==> config.mk <==
export PLATFORM = sky130hd
export DESIGN_NAME = alu_sequencer_flat
export DESIGN_NICKNAME = d
export VERILOG_FILES = /design/src/rtl/alu_sequencer_if.sv /design/src/rtl/alu_sequencer.sv /design/src/flat_wrapper.sv
export SDC_FILE = /design/constraint.sdc
export NUM_CORES = 1
export LEC_CHECK = 0
export BUFFER_PORTS_ARGS = -buffer_cell sky130_fd_sc_hd__buf_2
export CORE_MARGIN = 3
export CORE_UTILIZATION = 26
export DETAILED_ROUTE_END_ITERATION = 7
export PLACE_DENSITY_LB_ADDON = 0.2
export SYNTH_ARGS = -nofsm -noshare
export SYNTH_HDL_FRONTEND = slang
export SYNTH_SLANG_ARGS = --single-unit
==> constraint.sdc <==
create_clock -name clk -period 2.26 [get_ports clk]
set_input_delay 0.113 -clock clk [delete_from_list [all_inputs] [get_ports clk]]
set_output_delay 0.113 -clock clk [all_outputs]
set_load 0.01 [all_outputs]
==> src/rtl/alu_sequencer_if.sv <==
// Instruction-memory and ALU-side signals of alu_sequencer.
// master = sequencer side, slave = memory/ALU side.
interface alu_sequencer_if;
   logic        imem_req;
   logic [3:0]  imem_addr;
   logic        imem_valid;
   logic [11:0] imem_data;
   logic [3:0]  alu_a;
   logic [3:0]  alu_b;
   logic [3:0]  alu_opcode;
   logic [3:0]  alu_result;
   logic        alu_zero;

   modport master (
      output imem_req, imem_addr, alu_a, alu_b, alu_opcode,
      input  imem_valid, imem_data, alu_result, alu_zero
   );

   modport slave (
      input  imem_req, imem_addr, alu_a, alu_b, alu_opcode,
      output imem_valid, imem_data, alu_result, alu_zero
   );
endinterface

==> src/rtl/alu_sequencer.sv <==
// Multi-cycle fetch/decode/execute/writeback sequencer in front of a 4-bit ALU.
// Define ALU_SEQ_JZ_EN to build the JZ branch; otherwise op 1010 behaves as NOP.
module alu_sequencer (
   input  logic                   clk,
   input  logic                   reset,
   alu_sequencer_if.master        bus,
   input  logic [1:0]             dbg_sel,
   output logic [3:0]             dbg_data,
   output logic [3:0]             pc,
   output logic                   zflag,
   output logic                   halted,
   output logic [2:0]             dbg_state
);

   typedef enum logic [2:0] {
      S_FETCH     = 3'd0,
      S_DECODE    = 3'd1,
      S_EXECUTE   = 3'd2,
      S_WRITEBACK = 3'd3,
      S_HALTED    = 3'd4
   } state_t;

   localparam logic [3:0] OP_LDI  = 4'b1001;
   localparam logic [3:0] OP_HALT = 4'b1111;
`ifdef ALU_SEQ_JZ_EN
   localparam logic [3:0] OP_JZ   = 4'b1010;
`endif

   state_t      state;
   logic [11:0] ir;
   logic [3:0]  result;
   logic [3:0]  regs [4];

   logic [3:0]  ir_op;
   logic [1:0]  ir_rd;
   logic [1:0]  ir_rs;
   logic [3:0]  ir_imm;
   logic        ir_is_alu;
   logic        ir_writes_rd;
   logic [3:0]  pc_next;

   assign ir_op        = ir[11:8];
   assign ir_rd        = ir[7:6];
   assign ir_rs        = ir[5:4];
   assign ir_imm       = ir[3:0];
   assign ir_is_alu    = (ir_op != 4'd0) && (ir_op <= 4'd8);
   assign ir_writes_rd = ir_is_alu || (ir_op == OP_LDI);

`ifdef ALU_SEQ_JZ_EN
   assign pc_next = ((ir_op == OP_JZ) && zflag) ? ir_imm : pc + 4'd1;
`else
   assign pc_next = pc + 4'd1;
`endif

   // Instruction fetch handshake: imem_req is high for every FETCH cycle and
   // the word transfers on the rising edge where imem_req and imem_valid are
   // both high; until then imem_addr holds at pc. imem_valid is ignored
   // whenever imem_req is low.
   assign bus.imem_req  = (state == S_FETCH) && !reset;
   assign bus.imem_addr = pc;

   assign dbg_data  = regs[dbg_sel];
   assign dbg_state = state;

   always_ff @(posedge clk or posedge reset) begin
      if (reset) begin
         state          <= S_FETCH;
         pc             <= 4'd0;
         zflag          <= 1'b0;
         ir             <= 12'd0;
         result         <= 4'd0;
         halted         <= 1'b0;
         bus.alu_a      <= 4'd0;
         bus.alu_b      <= 4'd0;
         bus.alu_opcode <= 4'd0;
         for (int i = 0; i < 4; i++) begin
            regs[i] <= 4'd0;
         end
      end else begin
         case (state)
            S_FETCH: begin
               if (bus.imem_valid) begin
                  ir    <= bus.imem_data;
                  state <= S_DECODE;
               end
            end

            S_DECODE: begin
               // Operands stay parked here so the ALU settles through EXECUTE.
               if (ir_is_alu) begin
                  bus.alu_a      <= regs[ir_rd];
                  bus.alu_b      <= regs[ir_rs];
                  bus.alu_opcode <= ir_op;
               end else begin
                  bus.alu_opcode <= 4'd0;
               end
               state <= S_EXECUTE;
            end

            S_EXECUTE: begin
               if (ir_is_alu) begin
                  result <= bus.alu_result;
                  zflag  <= bus.alu_zero;
               end else if (ir_op == OP_LDI) begin
                  result <= ir_imm;
               end
               if (ir_op == OP_HALT) begin
                  halted <= 1'b1;
                  state  <= S_HALTED;
               end else begin
                  state  <= S_WRITEBACK;
               end
            end

            S_WRITEBACK: begin
               if (ir_writes_rd) begin
                  regs[ir_rd] <= result;
               end
               pc    <= pc_next;
               state <= S_FETCH;
            end

            S_HALTED: begin
               state <= S_HALTED;
            end

            default: begin
               state <= S_FETCH;
            end
         endcase
      end
   end

endmodule

==> src/flat_wrapper.sv <==
// flat-port wrapper written by rule: the top's interface ports become plain ports
module alu_sequencer_flat 
  (clk, reset, dbg_sel, dbg_data, pc, zflag, halted, dbg_state, bus_imem_req, bus_imem_addr, bus_alu_a, bus_alu_b, bus_alu_opcode, bus_imem_valid, bus_imem_data, bus_alu_result, bus_alu_zero);
  alu_sequencer_if bus_i ();
  input  logic clk;
  input  logic reset;
  input  logic [1:0] dbg_sel;
  output logic [3:0] dbg_data;
  output logic [3:0] pc;
  output logic zflag;
  output logic halted;
  output logic [2:0] dbg_state;
  output wire logic [$bits(bus_i.imem_req)-1:0] bus_imem_req;
  output wire logic [$bits(bus_i.imem_addr)-1:0] bus_imem_addr;
  output wire logic [$bits(bus_i.alu_a)-1:0] bus_alu_a;
  output wire logic [$bits(bus_i.alu_b)-1:0] bus_alu_b;
  output wire logic [$bits(bus_i.alu_opcode)-1:0] bus_alu_opcode;
  input wire logic [$bits(bus_i.imem_valid)-1:0] bus_imem_valid;
  input wire logic [$bits(bus_i.imem_data)-1:0] bus_imem_data;
  input wire logic [$bits(bus_i.alu_result)-1:0] bus_alu_result;
  input wire logic [$bits(bus_i.alu_zero)-1:0] bus_alu_zero;
  assign bus_imem_req = bus_i.imem_req;
  assign bus_imem_addr = bus_i.imem_addr;
  assign bus_alu_a = bus_i.alu_a;
  assign bus_alu_b = bus_i.alu_b;
  assign bus_alu_opcode = bus_i.alu_opcode;
  assign bus_i.imem_valid = bus_imem_valid;
  assign bus_i.imem_data = bus_imem_data;
  assign bus_i.alu_result = bus_alu_result;
  assign bus_i.alu_zero = bus_alu_zero;
  alu_sequencer u_core (.clk(clk), .reset(reset), .bus(bus_i), .dbg_sel(dbg_sel), .dbg_data(dbg_data), .pc(pc), .zflag(zflag), .halted(halted), .dbg_state(dbg_state));
endmodule
### Word-level counts from Yosys, hierarchy flattened

Cells that the tools add are included.

* reductions and logical operators: 14
* eq/ne operators: 7
* add/sub/neg operators: 1
* magnitude comparators: 5
* muxes and demuxes: 18
* bitwise gates (word level): 3

Operators with widths (number)
* $mux 4: 10
* $bmux 4 s2: 3
* $bwmux 16: 1
* $pmux 3 s4: 1
* $reduce_and 2->1: 6
* $ge 3x3->1 const B: 3
* $not 2->3: 3
* $demux 4 s2: 1
* $eq 4x4->1 const B: 2
* $eq 3x2->1 const B: 2
* $mux 3: 2
* $add 4x1->4 const B: 1
* $le 4x4->1 const B: 1
* $reduce_bool 4->1: 1
* $eq 3x1->1 const B: 1
* $eq 3x3->1 const B: 1
* $logic_and 1x1->1: 3
* $logic_not 3->1: 1
* $lt 3x1->1 const B: 1
* $ne 2x2->1 const B: 1
* $reduce_bool 2->1: 1
* $logic_not 1->1: 1
* $logic_or 1x1->1: 1

* register bits after elaboration: 53
* word-level logic and storage cells: 61

### Logic depth before layout (Yosys ltp)

Gate-level depths: netlist of the first run.

* depth after elaboration: 6
* gate-level depth with buffers: 6
* gate-level depth less buffers: 3

### Least setup slack after synthesis of the first run

No wires, ideal clock.

* path type: flip-flop to flip-flop
* start: reg u_core.state[1], in the netlist u_core.dbg_state[1]
* end: reg u_core.bus.alu_a[0]
* stages on the path, launching flop included: 7
* slack: 265 ps
* library setup time: 125 ps
* buffers on the path: 3
* arrival time: 1870 ps
* path through: dfrtp_1 buf_6 or3b_4 buf_6 or3_1 buf_6 mux2_4

* cells in the longest elaborated chain, start to end: 2

RTL lines
* start: declaration: RTL line alu_sequencer.sv:29 `state_t state;`
* start signal: assignment: RTL line alu_sequencer.sv:67 `state <= S_FETCH;`
* start signal: assignment: RTL line alu_sequencer.sv:84 `state <= S_DECODE;`
* start signal: assignment: RTL line alu_sequencer.sv:97 `state <= S_EXECUTE;`
* $eq 3x1->1: RTL line alu_sequencer.sv:80 `case (state)`
* $reduce_and 2->1 (no line)
* end signal: assignment: RTL line alu_sequencer.sv:91 `bus.alu_a <= regs[ir_rd];`
* end: declaration: RTL line alu_sequencer_if.sv:15 `output imem_req, imem_addr, alu_a, alu_b, alu_opcode,`

Every way passes these cells.
A chain may end at the register's enable or synchronous reset.

### Worst setup path in the final report of the first run

Same ends and word-level chain as after synthesis.

==> run_results.csv, run 1 <==
group,metric,value,unit
yosys,synth.cell_area,2580,sq um
cells_and_area,final_cell_mix,"dfrtp_1 (53), buf_2 (51), mux2_2 (30)",
pwr,ir_worst_vdd,0.4583,mV
critical_path,rr_worst_depth,3,
floorplan,die_h,105.6,um
cells_and_area,layoutNonFillerInstCount,368,
job,max-cap-violations,0,
critical_path,cp-start-kind,"register",
cells_and_area,n_antenna_cell,0,
place,place.gp.congestion,0.7069,
global_routing,grt_pass1_wl,9287,um
sta,relSlewSlack,0.5946,
global_routing,antenna_found_initial,0,
cells_and_area,final_core_util,0.3265,
clock_network,clockRootBuffer,"clkbuf_8",
pwr,combPwrFrac,0.440,
global_routing,grt_max_degree,28,
yosys,synthArstFlopShare,1.000,
detailed_routing,final_antenna_net_count,0,
yosys,synthDistinctLibCells,36,
pwr,powerDensity,1455,nW/um^2
yosys,ys_seq_area_frac,0.5141,
clock_network,cts_made_buffers,5,
critical_path,critPathKind,"reg -> reg",
sta,hold-worst-slack,30.64,ps
pwr,p_int,2.878,mW
min_path,min_path_cells,2,
detailed_routing,drt-initial-drc-count,51,
global_routing,grt_use_total,0.1062,
pwr,p_sw,1.615,mW
sta,fin_crit,1945,ps
yosys,postSynthCellCount,187,
clock_network,cts.path.max_buffers,2,
yosys,synth-edff-count,0,
run_status,status,"complete, no violations",
global_routing,grt_pass1_vias,1707,
cells_and_area,syn_to_final_growth,19.69,%
place,place_inst,359,
yosys,synth_ff_type,"dfrtp_1",
clock_network,clock_sinks,53,
clock_network,clk_pin_slew,90,ps
critical_path,cp_data_required_time,2460,ps
sta,tightest_slew,607.2,ps
yosys,syn_area_per_cell,13.80,sq um
global_routing,grt-ovfl-total,0,
cells_and_area,nNetsFinal,261,
yosys,synth_nets,210,
cells_and_area,layout_commonest_cell,"dfrtp_1",
detailed_routing,drcViolationCount,0,
yosys,synth_warnings,0,
detailed_routing,via_per_inst,4.530,
sta,skew,5.886,ps
pwr,power_frac_clock,0.131,
pwr,p_total,4.494,mW
yosys,ys_ff_latch,53,
cells_and_area,seqCellArea,1326,sq um
floorplan,rows,35,
floorplan,die_area,11150,sq um
cells_and_area,drive_above_1_share,0.5146,
pwr,seqPwrFrac,0.429,
sta,tns,0,ps
sta,slew_violations,0,
floorplan,die_w,105.6,um
critical_path,worst_ep_arrival_time,2140,ps
sta,hold_viol_final,0,
clock_network,cts_tree,"built",
detailed_routing,wl,5491,um
cells_and_area,nFillCells,987,
critical_path,worst-path-max-fanout,10,
place,portBuffers,51,
sta,finalSetupViolCount,0,
clock_network,clk_latency,310,ps
cells_and_area,multi_input_area,1139,sq um
floorplan,pin_count,52,
sta,timing.final.crit_share,0.8605,
clock_network,cts.htree.levels,2,
pwr,power.leakage,1.364,nW
sta,fmax,0.5142,GHz
min_path,hold_path_class,"in -> reg",
floorplan,initial_utilization,0.2728,
detailed_routing,wl_per_cell,14.92,um
detailed_routing,num_vias,1667,
detailed_routing,firstDrtPassIters,4,
clock_network,post_cts_buffers,0,
critical_path,crit_path_end_kind,"register",
sta,grt_setup_unrepaired,"no",
pwr,p_sw_frac,0.3594,
place,hpwl,4153,um
floorplan,fp.coreArea,9459,sq um
kinds of logic (layout without fill, tap and decap cells):
kind of cell,count (synthesis),after routing,synth area share
buf+inv,20,72,0.04704
compound gates,23,23,0.05480
simple gates,37,37,0.08681
xor+xnor,3,3,0.01019
flops,53,53,0.5141
mux,50,50,0.2823
fa+ha+maj,1,1,0.004849
critical path: stages (launching register included):
cell	delay (ps)
dfrtp_1	380
or3b_4	440
or3_1	630
mux2_4	380
Yosys cell counts (2+ instances only):
library cell  instances  area (sq um)
mux4_2               12         270.3
nand4_1               4         25.02
a31oi_1               8         50.05
mux2_4                8         120.1
clkbuf_1              4         15.01
dfrtp_1              53          1326
xnor2_1               3         26.28
buf_1                 2         7.510
mux2_2               30         337.8
buf_2                 4         20.02
nand3_1               6         30.03
nor2_1                2         7.510
buf_6                 3         33.78
nand2b_1              4         25.02
buf_4                 5         37.54
nor4b_1               2         17.52
nand2_1               6         22.52
nand3b_1              2         15.01
nor2b_1               2         12.51
nor4_1                2         12.51
inv_1                 2         7.510
o21ai_0               9         45.04
sequential cells by signal (all words and copies together), names as in the netlist:
name                   flops
u_core.bus.alu_a           4
u_core.bus.alu_b           4
u_core.bus.alu_opcode      4
u_core.bus.imem_addr       4
u_core.dbg_state           3
u_core.halted              1
u_core.ir                 12
u_core.regs               16
u_core.result              4
u_core.zflag               1
final cells by class:
cell class	count	share of cell area
repair buffers	62	0.1143
flip-flops and latches	53	0.4295
inverters	2	0.002431
clock buffers	7	0.03120
multi-input cells	114	0.3687
clock inverters	1	0.001621
well taps	129	0.05227
power by group through the flow:
stage / Sequential [mW] / Combinational, mW / Clock (mW)
after floorplan: 1.80 / 1.60 / 0
after global placement: 1.93 / 1.99 / 0
after detailed placement: 1.96 / 2.01 / 0
after CTS: 1.93 / 2.01 / 0.614
after global routing: 2.02 / 2.20 / 0.655
final: 1.93 / 1.98 / 0.589
metal layers:
layer	wire length, um	GRT usage	vias up
met5	0	0	-
met3	362	0.03184	7
met2	2472	0.1589	43
met1	2578	0.1467	813
met4	78	0.03608	0
li1	-	-	804
path summary, 6_finish.rpt:
| check | startpoint | to | slack (ps) |
|---|---|---|---|
| max | u_core.dbg_state[1] | u_core.bus.alu_a[0] | 320 |
| min | bus_imem_data[6] | u_core.ir[6] | 30 |
| max reg2reg | u_core.dbg_state[1] | u_core.bus.alu_a[0] | 320 |
| min reg2reg | u_core.halted | u_core.halted | 460 |
| max in group asynchronous | reset | u_core.regs[0] | 1270 |
| min in group asynchronous | reset | u_core.bus.imem_addr[0] | 430 |
per-stage QoR:
stage	area [sq um]	setup WS, ps
6_report	3088	315.2
5_1_grt	3088	211.9
4_1_cts	3088	309.0
3_5_place_dp	2977	316.2
3_3_place_gp	2977	339.7
2_1_floorplan	2580	265.2
what timing repair did:
item / 4_1_cts / 5_1_grt
hold endpoints to repair: 26 / 0
hold buffers: 1 / 0
gates resized for setup: 0 / 0
endpoints found under the setup margin: 0 / 0
No activity file was read; power rests on OpenSTA's default activity.
==> run 2, diff against run 1 <==
==> constraint.sdc (replaced) <==
create_clock -name clk -period 1.9 [get_ports clk]
set_input_delay 0.095 -clock clk [delete_from_list [all_inputs] [get_ports clk]]
set_output_delay 0.095 -clock clk [all_outputs]
set_load 0.01 [all_outputs]
==> run 2 against run 1 <==
Against the previous run: non-clock buffer count up 10; cell count up 2.7%; largest power group unchanged; critical path type unchanged; sequential cell count did not move; combinational power is 31% higher; die area is the same; worst setup slack lost 230 ps; hold slack worse by 11 ps; sequential power up 16%; clock skew hardly changed.
==> run_results.csv, run 2 (same netlist as run 1, synthesis figures left out) <==
group,metric,value,unit
cells_and_area,final_cell_area,3164,sq um
critical_path,cp-start-kind,"register",
pwr,seqPwrFrac,0.410,
floorplan,die_area,11150,sq um
sta,fin_ws,90.07,ps
cells_and_area,syn_to_final_growth,22.65,%
clock_network,cts.path.max_buffers,2,
global_routing,grt_pass1_wl,9729,um
min_path,hold_path_class,"in -> reg",
place,hpwl,4327,um
critical_path,rr_worst_depth,4,
cells_and_area,final_cell_mix,"dfrtp_1 (53), buf_2 (51), mux2_2 (30)",
critical_path,crit_path_end_kind,"register",
cells_and_area,seqCellArea,1326,sq um
cells_and_area,multi_input_area,1159,sq um
sta,relSlewSlack,0.6958,
cells_and_area,nNetsFinal,271,
pwr,power.leakage,1.405,nW
sta,hold_viol_final,0,
detailed_routing,firstDrtPassIters,4,
sta,tns,0,ps
place,pre_cts_ws,66.36,ps
min_path,min_path_cells,2,
floorplan,rows,35,
sta,grt_setup_unrepaired,"yes",
detailed_routing,via_per_inst,4.616,
pwr,power_frac_clock,0.114,
sta,fmax,0.5525,GHz
floorplan,die_w,105.6,um
clock_network,clk_latency,300,ps
critical_path,worst-path-max-fanout,8,
pwr,p_sw_frac,0.3639,
floorplan,die_h,105.6,um
global_routing,met1_usage,0.1565,
cells_and_area,top_register,"u_core.regs",
pwr,p_sw,1.988,mW
pwr,powerDensity,1727,nW/um^2
clock_network,cts_tree,"built",
floorplan,pin_count,52,
global_routing,grt_max_degree,54,
sta,slew_violations,0,
cells_and_area,n_antenna_cell,0,
global_routing,use_met2,0.1694,
floorplan,fp.coreArea,9459,sq um
clock_network,clk_pin_slew,90,ps
clock_network,clock_sinks,53,
sta,fin_crit,1810,ps
detailed_routing,wl_per_cell,15.43,um
sta,timing.final.crit_share,0.9526,
cells_and_area,nFillCells,991,
pwr,combPwrFrac,0.476,
global_routing,antenna_found_initial,0,
floorplan,initial_utilization,0.2728,
global_routing,grt_pass1_vias,1751,
sta,tightest_slew,456.4,ps
sta,skew,5.823,ps
global_routing,grt_use_total,0.1115,
detailed_routing,drcViolationCount,0,
critical_path,cp_data_required_time,2100,ps
place,place_area,3044,sq um
detailed_routing,final_antenna_net_count,0,
clock_network,clockRootBuffer,"clkbuf_8",
global_routing,use_met3,0.03062,
global_routing,grt-ovfl-total,0,
global_routing,grt.busiest_layer,"met2",
place,portBuffers,51,
sta,hold-worst-slack,19.76,ps
pwr,ir_worst_vdd,0.4192,mV
detailed_routing,drt-initial-drc-count,79,
cells_and_area,largest_reg_flops,16,
detailed_routing,wl,5832,um
place,place.gp.congestion,0.6980,
job,max-cap-violations,0,
run_status,status,"complete, no violations",
detailed_routing,num_vias,1745,
clock_network,cts_made_buffers,5,
sta,finalSetupViolCount,0,
cells_and_area,reg_top3,"u_core.regs x16, u_core.ir x12",
pwr,p_total,5.463,mW
critical_path,worst_ep_arrival_time,2000,ps
clock_network,cts.htree.levels,2,
pwr,p_int,3.475,mW
cells_and_area,layout_commonest_cell,"dfrtp_1",
cells_and_area,drive_above_1_share,0.5382,
critical_path,critPathKind,"reg -> reg",
[run 2: power by group through the flow]
stage	Sequential [mW]	Clock [mW]	Combinational, mW
5_1_grt	2.36	0.704	2.87
6_report	2.24	0.624	2.60
2_1_floorplan	2.14	0	1.90
4_1_cts	2.24	0.663	2.61
3_5_place_dp	2.27	0	2.61
3_3_place_gp	2.24	0	2.57
[run 2: per-stage QoR]
stage / utilization / cells
6_report: 0.3345 / 378
5_1_grt: 0.3345 / 378
4_1_cts: 0.3316 / 377
3_5_place_dp: 0.3218 / 368
3_3_place_gp: 0.3218 / 368
2_1_floorplan: - / 187
[run 2: critical path, stage by stage, from the launching register on]
cell and delay [ps]:
dfrtp_1 440, o31a_1 380, or3_1 380, buf_4 200, mux2_4 300
[run 2: final timing paths]
check	end	from	slack, ps
setup / recovery	u_core.bus.alu_b[2]	u_core.ir[8]	90
hold / removal	u_core.ir[4]	bus_imem_data[4]	20
setup reg to reg	u_core.bus.alu_b[2]	u_core.ir[8]	90
hold reg to reg	u_core.halted	u_core.halted	470
max in group asynchronous	u_core.result[3]	reset	1280
min in group asynchronous	u_core.dbg_state[0]	reset	390
[run 2: area by class of cell]
| cell class | instances | share of cell area |
|---|---|---|
| sequential | 53 | 0.4191 |
| multi-input combinational | 114 | 0.3662 |
| timing repair buffer | 72 | 0.1352 |
| tap | 129 | 0.05101 |
| clock buffer | 6 | 0.02293 |
| clock inverter | 2 | 0.003163 |
| inverter | 2 | 0.002372 |
[run 2: repair_timing]
action / in CTS / in global routing
resized for setup: 0 / 3
buffers inserted: 0 / 1
hold endpoints to repair: 53 / 0
hold buffers: 1 / 0
endpoints found under the setup margin: 0 / 16
[run 2: metal layers]
| metal | share of wire | vias to the layer above | wire length [um] |
|---|---|---|---|
| li1 | - | 817 | - |
| met1 | 0.48 | 864 | 2828 |
| met2 | 0.45 | 58 | 2608 |
| met3 | 0.056 | 6 | 329 |
| met4 | 0.011 | 0 | 65 |
| met5 | 0 | - | 0 |
==> run 3, diff against run 2 <==
==> constraint.sdc (replaced) <==
create_clock -name clk -period 1.9 [get_ports clk]
set_input_delay 0.38 -clock clk [delete_from_list [all_inputs] [get_ports clk]]
set_output_delay 0.38 -clock clk [all_outputs]
set_load 0.01 [all_outputs]
==> run 3 against run 2 <==
Against the previous run: clock skew is 4.5 ps higher; count of clock-buffer cells in the layout fell by 1; clock power fell by 3.4%; combinational power barely moved; power down 0.28%; sequential cell count did not move; wire length about the same; die area did not move; via count decreased by 0.92%; sequential power barely moved; first-iteration DRC count decreased by 54%; critical path depth unchanged.
==> run_results.csv, run 3 (same netlist as run 1, synthesis figures left out) <==
group,metric,value,unit
sta,finalSetupViolCount,0,
sta,tns,0,ps
clock_network,cts_made_buffers,5,
place,place.gp.congestion,0.7132,
cells_and_area,seqCellArea,1328,sq um
global_routing,antenna_found_initial,0,
critical_path,cp_top_family,"flip-flops",
cells_and_area,reg_top3,"u_core.regs x16, u_core.ir x12",
sta,slew_violations,0,
detailed_routing,wl_per_cell,15.58,um
sta,tightest_slew,429.7,ps
critical_path,cp_data_required_time,2090,ps
pwr,power.leakage,1.392,nW
cells_and_area,layout_commonest_cell,"dfrtp_1",
clock_network,cts_hold_buf,0,
place,hpwl,4403,um
detailed_routing,drcViolationCount,0,
global_routing,grt_pass1_wl,9287,um
critical_path,worst-path-max-fanout,8,
detailed_routing,via_per_inst,4.623,
cells_and_area,nNetsFinal,269,
cells_and_area,syn_to_final_growth,21.82,%
clock_network,cts_tree,"built",
sta,grt_setup_unrepaired,"no",
floorplan,die_w,105.6,um
critical_path,cp-start-kind,"register",
clock_network,clockRootBuffer,"clkbuf_8",
cells_and_area,top_register,"u_core.regs",
sta,fmax,0.5547,GHz
detailed_routing,firstDrtPassIters,4,
sta,hold_viol_final,0,
floorplan,die_area,11150,sq um
sta,skew,10.35,ps
cells_and_area,final_core_util,0.3323,
floorplan,rows,35,
detailed_routing,num_vias,1729,
cells_and_area,largest_reg_flops,16,
run_status,status,"complete, no violations",
critical_path,cp_cell_sequence,"o31a_1 > or3_1 > buf_4 > mux2_4",
clock_network,post_cts_buffers,0,
clock_network,cts.htree.levels,2,
job,max-cap-violations,0,
min_path,hold_path_class,"in -> async",
clock_network,clk_latency,300,ps
detailed_routing,wl,5827,um
critical_path,critPathKind,"reg -> reg",
floorplan,initial_utilization,0.2728,
floorplan,die_h,105.6,um
pwr,powerDensity,1733,nW/um^2
cells_and_area,multi_input_area,1162,sq um
cells_and_area,nFillCells,985,
cells_and_area,n_antenna_cell,0,
sta,timing.final.crit_share,0.9488,
clock_network,clock_sinks,53,
pwr,ir_worst_vdd,0.4309,mV
detailed_routing,final_antenna_net_count,0,
critical_path,slowest_delay,450,ps
sta,fin_crit,1803,ps
sta,relSlewSlack,0.7135,
global_routing,grt_max_degree,38,
critical_path,worst_ep_arrival_time,2000,ps
cells_and_area,drive_above_1_share,0.5469,
global_routing,grt-ovfl-total,0,
detailed_routing,drt-initial-drc-count,36,
clock_network,cts_resized,0,
global_routing,grt_pass1_vias,1692,
critical_path,crit_path_end_kind,"register",
floorplan,fp.coreArea,9459,sq um
clock_network,clk_pin_slew,100,ps
clock_network,cts.path.max_buffers,2,
floorplan,pin_count,52,
place,portBuffers,51,
cells_and_area,final_cell_mix,"dfrtp_1 (52), buf_2 (51), mux2_2 (30)",
pwr,p_total,5.448,mW
critical_path,crit_path_top_delay_cell,"dfrtp_2",
global_routing,grt_use_total,0.1066,
critical_path,worst-path-buf-inv,1,
-- run 3: cell types whose count changed in the layout (fill, tap and decap cells not counted), sizes merged --
cell,previous run,this run
buf,71,70
clkbuf,6,5
clkinv,2,1
dlygate4sd3,1,0
-- run 3: routing by layer --
metal,track usage,routed length (um),share of wire
met1,0.1486,2858,0.49
met2,0.1676,2684,0.46
met3,0.02266,222,0.038
met4,0.03053,61,0.010
met5,0,0,0
-- run 3: cell type report --
cell class / count / share of cell area
Clock buffer: 5 / 0.02189
Sequential cell: 53 / 0.4224
Tap cell: 129 / 0.05135
Multi-Input combinational cell: 114 / 0.3698
Timing Repair Buffer: 70 / 0.1306
Clock inverter: 1 / 0.001592
Inverter: 2 / 0.002389
-- run 3: final timing paths --
path / slack (ps) / depth (start not counted) / start / to
worst min-delay path: 50 / 2 / reset / u_core.dbg_state[0]
worst max register to register: 100 / 4 / u_core.ir[8] / u_core.bus.alu_b[3]
worst max-delay path: 100 / 4 / u_core.ir[8] / u_core.bus.alu_b[3]
worst min register to register: 460 / 1 / u_core.halted / u_core.halted
max in group asynchronous: 1300 / 3 / reset / u_core.regs[4]
min in group clk: 300 / 2 / bus_imem_data[11] / u_core.ir[11]
-- run 3: per-stage QoR --
step / instances / setup WS [ps] / hold WS, ps / cell area (sq um)
after detailed placement: 368 / 51.83 / 399.3 / 3044
after global routing: 374 / 2.948 / 66.93 / 3143
after global placement: 368 / 87.24 / 395.5 / 3044
after CTS: 374 / 18.81 / 54.02 / 3118
final: 374 / 97.32 / 50.22 / 3143
after floorplan: 187 / -68.11 / 474.1 / 2586
-- run 3: report_power, final --
| group | internal [mW] | switching, mW |
|---|---|---|
| Combinational | 1.53 | 1.08 |
| Clock | 0.244 | 0.359 |
| Sequential | 1.69 | 0.545 |
| Total | 3.47 | 1.98 |
